[src/rtl/drm_fifo_pkg.sv]
// Shared widths and types for the DRM-backed FIFO controller and its output queue.
package drm_fifo_pkg;
   localparam int DATA_W   = 21;
   localparam int ADDR_W   = 6;
   localparam int OQ_DEPTH = 2;

   typedef logic [ADDR_W:0]   ptr_t;
   typedef logic [DATA_W-1:0] data_t;

   localparam ptr_t RAM_DEPTH = ptr_t'(1 << ADDR_W);
endpackage

[src/rtl/drm_fifo_if.sv]
// Producer/consumer valid-ready streams around the DRM FIFO controller.
interface drm_fifo_if;
   logic                s_valid;
   logic                s_ready;
   drm_fifo_pkg::data_t s_data;
   logic                m_valid;
   logic                m_ready;
   drm_fifo_pkg::data_t m_data;

   modport slave  (input  s_valid, s_data, m_ready,
                   output s_ready, m_valid, m_data);
   modport master (output s_valid, s_data, m_ready,
                   input  s_ready, m_valid, m_data);
endinterface

[src/rtl/drm_fifo_oq.sv]
// Two-entry first-word-fall-through queue that absorbs the one-cycle DRM read latency.
module drm_fifo_oq
   import drm_fifo_pkg::*;
(
   input  logic       clk,
   input  logic       rst_n,
   input  logic       flush,
   input  logic       push,
   input  data_t      push_data,
   input  logic       pop,
   output data_t      head,
   output logic [1:0] count
);

   data_t tail;

   // Head is always entry 0, so m_data comes straight from a register and never moves while stalled.
   always_ff @(posedge clk or negedge rst_n) begin
      if (!rst_n) begin
         head  <= '0;
         tail  <= '0;
         count <= '0;
      end else if (flush) begin
         count <= '0;
      end else begin
         case ({push, pop})
            2'b10: begin
               if (count == 2'd0) head <= push_data;
               else               tail <= push_data;
               count <= count + 2'd1;
            end
            2'b01: begin
               head  <= tail;
               count <= count - 2'd1;
            end
            2'b11: begin
               if (count == 2'd1) begin
                  head <= push_data;
               end else begin
                  head <= tail;
                  tail <= push_data;
               end
            end
            default: ;
         endcase
      end
   end

endmodule

[src/rtl/drm_fifo_ctrl.sv]
// Synchronous FIFO controller sequencing a 21x64 simple dual-port DRM with a 2-entry FWFT output queue.
module drm_fifo_ctrl
   import drm_fifo_pkg::*;
(
   input  logic              clk,
   input  logic              rst_n,
   input  logic              flush,
   drm_fifo_if.slave         bus,
   output logic              ram_wr_en,
   output logic [ADDR_W-1:0] ram_wr_addr,
   output data_t             ram_wr_data,
   output logic [ADDR_W-1:0] ram_rd_addr,
   input  data_t             ram_rd_data,
   output logic              ram_rst,
   output logic              full,
   output logic              empty,
   output ptr_t              count
);

   ptr_t       wr_ptr;
   ptr_t       rd_ptr;
   ptr_t       ram_used;
   logic       inflight;
   logic       push;
   logic       pop;
   logic       issue;
   logic [1:0] oq_count;
   logic [2:0] oq_load;

   assign ram_rst     = ~rst_n;
   assign ram_used    = wr_ptr - rd_ptr;
   assign full        = (ram_used == RAM_DEPTH);
   assign empty       = (count == '0);

   assign bus.s_ready = !full && !flush;
   assign bus.m_valid = (oq_count != 2'd0);
   assign push        = bus.s_valid && bus.s_ready;
   assign pop         = bus.m_valid && bus.m_ready;

   assign ram_wr_en   = push && rst_n;
   assign ram_wr_addr = wr_ptr[ADDR_W-1:0];
   assign ram_wr_data = bus.s_data;
   assign ram_rd_addr = rd_ptr[ADDR_W-1:0];

   // Only issue a read when its word is guaranteed a queue slot on arrival; a same-cycle pop frees one.
   assign oq_load = {1'b0, oq_count} + {2'b0, inflight};
   assign issue   = !flush && (ram_used != '0) &&
                    (oq_load < 3'(OQ_DEPTH) + {2'b0, pop});

   always_ff @(posedge clk or negedge rst_n) begin
      if (!rst_n) begin
         wr_ptr   <= '0;
         rd_ptr   <= '0;
         inflight <= 1'b0;
         count    <= '0;
      end else if (flush) begin
         wr_ptr   <= '0;
         rd_ptr   <= '0;
         inflight <= 1'b0;
         count    <= '0;
      end else begin
         if (push)  wr_ptr <= wr_ptr + ptr_t'(1);
         if (issue) rd_ptr <= rd_ptr + ptr_t'(1);
         inflight <= issue;
         count    <= count + ptr_t'(push) - ptr_t'(pop);
      end
   end

   drm_fifo_oq u_oq (
      .clk       (clk),
      .rst_n     (rst_n),
      .flush     (flush),
      .push      (inflight),
      .push_data (ram_rd_data),
      .pop       (pop),
      .head      (bus.m_data),
      .count     (oq_count)
   );

endmodule

[src/flat_wrapper.sv]
// flat-port wrapper written by rule: the top's interface ports become plain ports
module drm_fifo_ctrl_flat import drm_fifo_pkg::*;
  (clk, rst_n, flush, ram_wr_en, ram_wr_addr, ram_wr_data, ram_rd_addr, ram_rd_data, ram_rst, full, empty, count, bus_s_valid, bus_s_data, bus_m_ready, bus_s_ready, bus_m_valid, bus_m_data);
  drm_fifo_if bus_i ();
  input  logic clk;
  input  logic rst_n;
  input  logic flush;
  output logic ram_wr_en;
  output logic [ADDR_W-1:0] ram_wr_addr;
  output data_t ram_wr_data;
  output logic [ADDR_W-1:0] ram_rd_addr;
  input  data_t ram_rd_data;
  output logic ram_rst;
  output logic full;
  output logic empty;
  output ptr_t count;
  input wire logic [$bits(bus_i.s_valid)-1:0] bus_s_valid;
  input wire logic [$bits(bus_i.s_data)-1:0] bus_s_data;
  input wire logic [$bits(bus_i.m_ready)-1:0] bus_m_ready;
  output wire logic [$bits(bus_i.s_ready)-1:0] bus_s_ready;
  output wire logic [$bits(bus_i.m_valid)-1:0] bus_m_valid;
  output wire logic [$bits(bus_i.m_data)-1:0] bus_m_data;
  assign bus_i.s_valid = bus_s_valid;
  assign bus_i.s_data = bus_s_data;
  assign bus_i.m_ready = bus_m_ready;
  assign bus_s_ready = bus_i.s_ready;
  assign bus_m_valid = bus_i.m_valid;
  assign bus_m_data = bus_i.m_data;
  drm_fifo_ctrl u_core (.clk(clk), .rst_n(rst_n), .flush(flush), .bus(bus_i), .ram_wr_en(ram_wr_en), .ram_wr_addr(ram_wr_addr), .ram_wr_data(ram_wr_data), .ram_rd_addr(ram_rd_addr), .ram_rd_data(ram_rd_data), .ram_rst(ram_rst), .full(full), .empty(empty), .count(count));
endmodule
[config.mk]
export PLATFORM = sky130hd
export DESIGN_NAME = drm_fifo_ctrl_flat
export DESIGN_NICKNAME = d
export VERILOG_FILES = /design/src/rtl/drm_fifo_pkg.sv /design/src/rtl/drm_fifo_if.sv /design/src/rtl/drm_fifo_oq.sv /design/src/rtl/drm_fifo_ctrl.sv /design/src/flat_wrapper.sv
export SDC_FILE = /design/constraint.sdc
export NUM_CORES = 1
export LEC_CHECK = 0
export CAP_MARGIN = 20
export CORE_ASPECT_RATIO = 1.25
export CORE_MARGIN = 1
export CORE_UTILIZATION = 52
export DETAILED_ROUTE_END_ITERATION = 12
export HOLD_SLACK_MARGIN = 0.08
export PLACE_DENSITY = 0.91
export RECOVER_POWER = 50
export SLEW_MARGIN = 30
export SYNTH_ARGS = -nofsm -noshare
export SYNTH_HDL_FRONTEND = slang
export SYNTH_HIERARCHICAL = 1
export SYNTH_SLANG_ARGS = --single-unit
[constraint.sdc]
create_clock -name clk -period 10.5 [get_ports clk]
set_input_delay 3.15 -clock clk [delete_from_list [all_inputs] [get_ports clk]]
set_output_delay 3.15 -clock clk [all_outputs]
set_load 0.01 [all_outputs]
=== Yosys cells after proc, flatten, opt, wreduce, memory -nomap -nowiden ===
Cells that the tools add are included.

* Flip-flop bits (word level): 66
* Input port bits: 47
* Output and inout port bits: 67

* $add $sub $neg: 9
* Magnitude comparators: 1
* Equal/unequal tests: 8
* Muxes and demuxes: 14
* Bitwise logic cells: 2
* Reductions and logical operators: 19

{| class="wikitable"
|+ Operators by type and width
! kind !! count
|-
| 21-bit 2-to-1 mux || 4
|-
| 21-bit one-hot mux with 3 select lines || 1
|-
| 21-bit one-hot mux with 2 select lines || 1
|-
| 7-bit 2-to-1 mux || 5
|-
| 7-bit by 1-bit adder with 7-bit output, second input constant || 2
|-
| 2-bit nonzero test || 4
|-
| 7-bit by 1-bit adder with 7-bit output || 1
|-
| 7-bit == test, second input constant || 1
|-
| 7-bit zero test || 1
|-
| 7-bit nonzero test || 1
|-
| 7-bit by 1-bit subtractor with 7-bit output || 1
|-
| 7-bit subtractor || 1
|-
| 1-bit logical AND || 6
|-
| 2-bit inequality test, second input constant || 3
|-
| 3-bit nonzero test || 2
|-
| 2-bit by 1-bit == test with 1-bit output, second input constant || 2
|-
| 2-bit == test, second input constant || 2
|-
| 2-bit one-hot mux with 2 select lines || 1
|-
| 4-bit AND reduction || 1
|-
| 2-bit by 1-bit adder with 3-bit output || 1
|-
| 2-bit by 1-bit adder with 3-bit output, first input constant || 1
|-
| 3-bit < comparator || 1
|-
| 3-bit AND reduction || 1
|-
| 2-bit by 1-bit adder with 2-bit output, second input constant || 1
|-
| other kinds (6) || 8
|}

=== Logic depth before layout (Yosys ltp) ===
* Depth after elaboration: 8
* Gate-level depth with buffers: 20

=== Hierarchy ===
The synthesis kept the hierarchy.

{| class="wikitable"
|+ By module, submodules not included
! module !! instances !! cells an instance !! area an instance (sq um) !! sequential area each (sq um)
|-
| drm_fifo_oq || 1 || 131 || 2167.1 || 1101.1
|-
| drm_fifo_ctrl || 1 || 204 || 1881.8 || 550.5
|}

=== Least setup slack after synthesis ===
No wires, ideal clock.

* Path type: input port to output port
* From: input port bus_s_valid
* To: output port ram_wr_en
* Arrival time: 3.711 ns
* Data required time: 7.350 ns
* Setup slack: 3.639 ns
* Stages: 3
* Cell sequence: o31ai_2 > or2_2 > nor2_1

* Word-level cells in the longest chain between the ends: 2

{| class="wikitable"
|+ Ends and longest elaborated chain
! element !! line !! source
|-
| from (decl) || flat_wrapper.sv:17 || <nowiki>input wire logic [$bits(bus_i.s_valid)-1:0] bus_s_valid;</nowiki>
|-
| 1-bit logical AND || drm_fifo_ctrl.sv:37 || <nowiki>assign push = bus.s_valid && bus.s_ready;</nowiki>
|-
| 1-bit logical AND || drm_fifo_ctrl.sv:40 || <nowiki>assign ram_wr_en = push && rst_n;</nowiki>
|-
| to (decl) || flat_wrapper.sv:8 || <nowiki>output logic ram_wr_en;</nowiki>
|}

No other way between the ends.

=== Worst setup path in the final report ===
Ends and elaborated chain as after synthesis.

==> results.json <==
{
  "maxSlewViolCount": 66,
  "powerDensity_nw_per_um2": 279,
  "synth_most_common_cell": "dfrtp_1",
  "track_usage_pct": 19.5,
  "path_class": "in2out",
  "netlist_area_um2": 4050,
  "floorplan.initialDensity_pct": 54.4,
  "placed_cells_incl_taps": 460,
  "max_freq_mhz": 124,
  "gr-total-overflow": 0,
  "synth_top_cell_by_area": "dfrtp_1",
  "synth_edf_count": 0,
  "synth.distinct_cells": 53,
  "drv_cap": 1,
  "syn-num-nets": 404,
  "first_pass_iters": 4,
  "cp.arrival_ps": 4890,
  "ir_drop_mv": 0.176,
  "fin_skew_ps": 13.4,
  "antenna_found_initial": 0,
  "cts.sinks": 66,
  "portBuffers": 71,
  "cts_tree": "yes",
  "die-area_um2": 8150,
  "synthCells": 335,
  "synth_warnings": 6,
  "endpoint_kind": "primary output",
  "min_path_type": "reg2reg",
  "nFillCells": 595,
  "yosysTopAreaCellShare_pct": 40.8,
  "htree_levels": 3,
  "outcome": "finished with violations",
  "path_clk_slew_ps": 70,
  "multi_input_area_um2": 1980,
  "total_leakage_power_nw": 2.07,
  "core_area_um2": 7440,
  "vias": 2631,
  "tightest_slew_ps": 3460,
  "num_rows": 35,
  "synth_commonest_cells": "66 x dfrtp_1, 40 x mux2_4, 34 x buf_4",
  "grt_start_max_net_pins": 66,
  "ys.flop_type": "dfrtp_1",
  "area_growth_pct": 17.6,
  "wl_um": 7520,
  "grt_pass1_wl_um": 12100,
  "final.setup.tns_ps": 0,
  "total_power_mw": 1.33,
  "clk_latency_ps": 350,
  "final_area_um2": 4760,
  "cts_buffers": 9,
  "clock_path_buffers": 2,
  "period_share_pct": 76.6,
  "async_reset_ff_share_pct": 100,
  "rsz0062_at_grt": "false",
  "die_w_um": 80.9,
  "fin_crit_ps": 8040,
  "cts_post_setup_buffers_inserted": 0,
  "layout.nets": 448,
  "clk_root_buffer_cell": "clkbuf_8",
  "die_y_um": 101,
  "synth-seq-area-share_pct": 40.8,
  "cts_resized": 0,
  "netlist_top_cells_area": "dfrtp_1 41%, mux2_4 15%, mux2_2 6.7%",
  "place_area_um2": 4580,
  "ys_ff_latch": 66,
  "ant_nets": 0,
  "crit_fanout": 7,
  "vias_per_cell": 5.53,
  "antennaDiodeCount": 0,
  "grt_pass1_vias": 2661,
  "crit_path_start_kind": "primary input",
  "cp.required_ps": 7350,
  "finalSetupViolCount": 0,
  "ff_latch_area_um2": 1650,
  "maxSlewHeadroom_pct": -131,
  "pin_count": 114,
  "syn_avg_cell_area_um2": 12.1,
  "post_drt_wl_per_cell_um": 15.8,
  "violations": "capacitance limit, slew limit",
  "gp_congestion": 0.883,
  "stdcell_count": 476,
  "hold_viol": 0,
  "drt_iter0_drc": 73,
  "route.detailed.drc": 0,
  "cts_hold_buf": 0,
  "drive_gt1_share_pct": 25.3,
  "hpwl_um": 5430
}
[sequential cells by signal, indices dropped and copies added (netlist names)]
signal             count
u_core/u_oq/head      21
u_core/u_oq/tail      21
u_core/count           7
u_core/rd_ptr          7
u_core/wr_ptr          7
u_core/u_oq/count      2
u_core/inflight        1
[report_power, final]
group	internal [mW]	total, mW	switching, mW
Sequential	0.360	0.430	0.0704
Combinational	0.391	0.683	0.292
Clock	0.111	0.216	0.105
[layer usage]
metal,global-route usage (%),up-vias,routed length (µm)
li1,-,1225,-
met1,21.6,1325,3110
met2,36.0,72,3940
met3,4.89,9,392
met4,5.91,0,80
met5,0,-,0
[cell usage in the layout (no fill, tap or decap), drive strengths merged, types with 2 or more instances in the layout]
master,count
dfrtp,66
mux2,64
clkdlybuf4s50,44
dlygate4sd3,26
inv,22
ha,21
nor2,20
a21oi,19
o21ai,13
or3,11
clkbuf,11
xnor2,8
nor3,5
nand2,4
clkinv,4
xor2,4
mux2i,3
nand2b,3
o31ai,3
buf,3
and4b,2
nand4,2
or4,2
or2,2
o311ai,2
[layout make-up]
cell class | instances | area share [%]
multi-input combinational | 206 | 41.6
sequential | 66 | 34.7
timing repair buffer | 75 | 15.4
clock buffer | 9 | 2.60
tap | 92 | 2.42
inverter | 21 | 1.66
clock inverter | 7 | 1.63
[critical path: stages]
cell             delay [ps]
dlygate4sd3_1           550
o31ai_1                 200
or2_2                   360
nor2_1                   90
clkdlybuf4s50_1         540
[kinds of logic after synthesis]
kind of cell	count (synthesis)	share of synthesized area (%)
mux	67	22.2
flops	66	40.8
buf+inv	63	10.1
simple gates	59	8.53
compound gates	46	8.56
fa+ha+maj	22	6.98
xor+xnor	12	2.78
[worst paths after layout]
check / from / endpoint / slack [ps] / depth (start not counted)
hold reg to reg: u_core/u_oq/head[3]$_DFFE_PN0P_ / u_core/u_oq/head[3]$_DFFE_PN0P_ / 510 / 1
hold / removal: u_core/u_oq/head[3]$_DFFE_PN0P_ / u_core/u_oq/head[3]$_DFFE_PN0P_ / 510 / 1
max in group asynchronous: rst_n / u_core/rd_ptr[2]$_DFFE_PN0P_ / 4270 / 2
setup / recovery: bus_s_valid / ram_wr_en / 2460 / 5
min in group asynchronous: rst_n / u_core/u_oq/head[2]$_DFFE_PN0P_ / 2640 / 1
setup reg to reg: u_core/wr_ptr[2]$_DFFE_PN0P_ / u_core/count[6]$_DFF_PN0_ / 6010 / 19
[per-stage QoR]
| stage | hold WS, ps | util [%] | setup slack (ps) |
|---|---|---|---|
| 2_1_floorplan | 474 | - | 3640 |
| 3_3_place_gp | 481 | 61.3 | 2580 |
| 3_5_place_dp | 496 | 61.5 | 2560 |
| 4_1_cts | 515 | 64.2 | 2560 |
| 5_1_grt | 527 | 63.9 | 2400 |
| 6_report | 507 | 63.9 | 2460 |
Power figures use the tool's default switching activity.
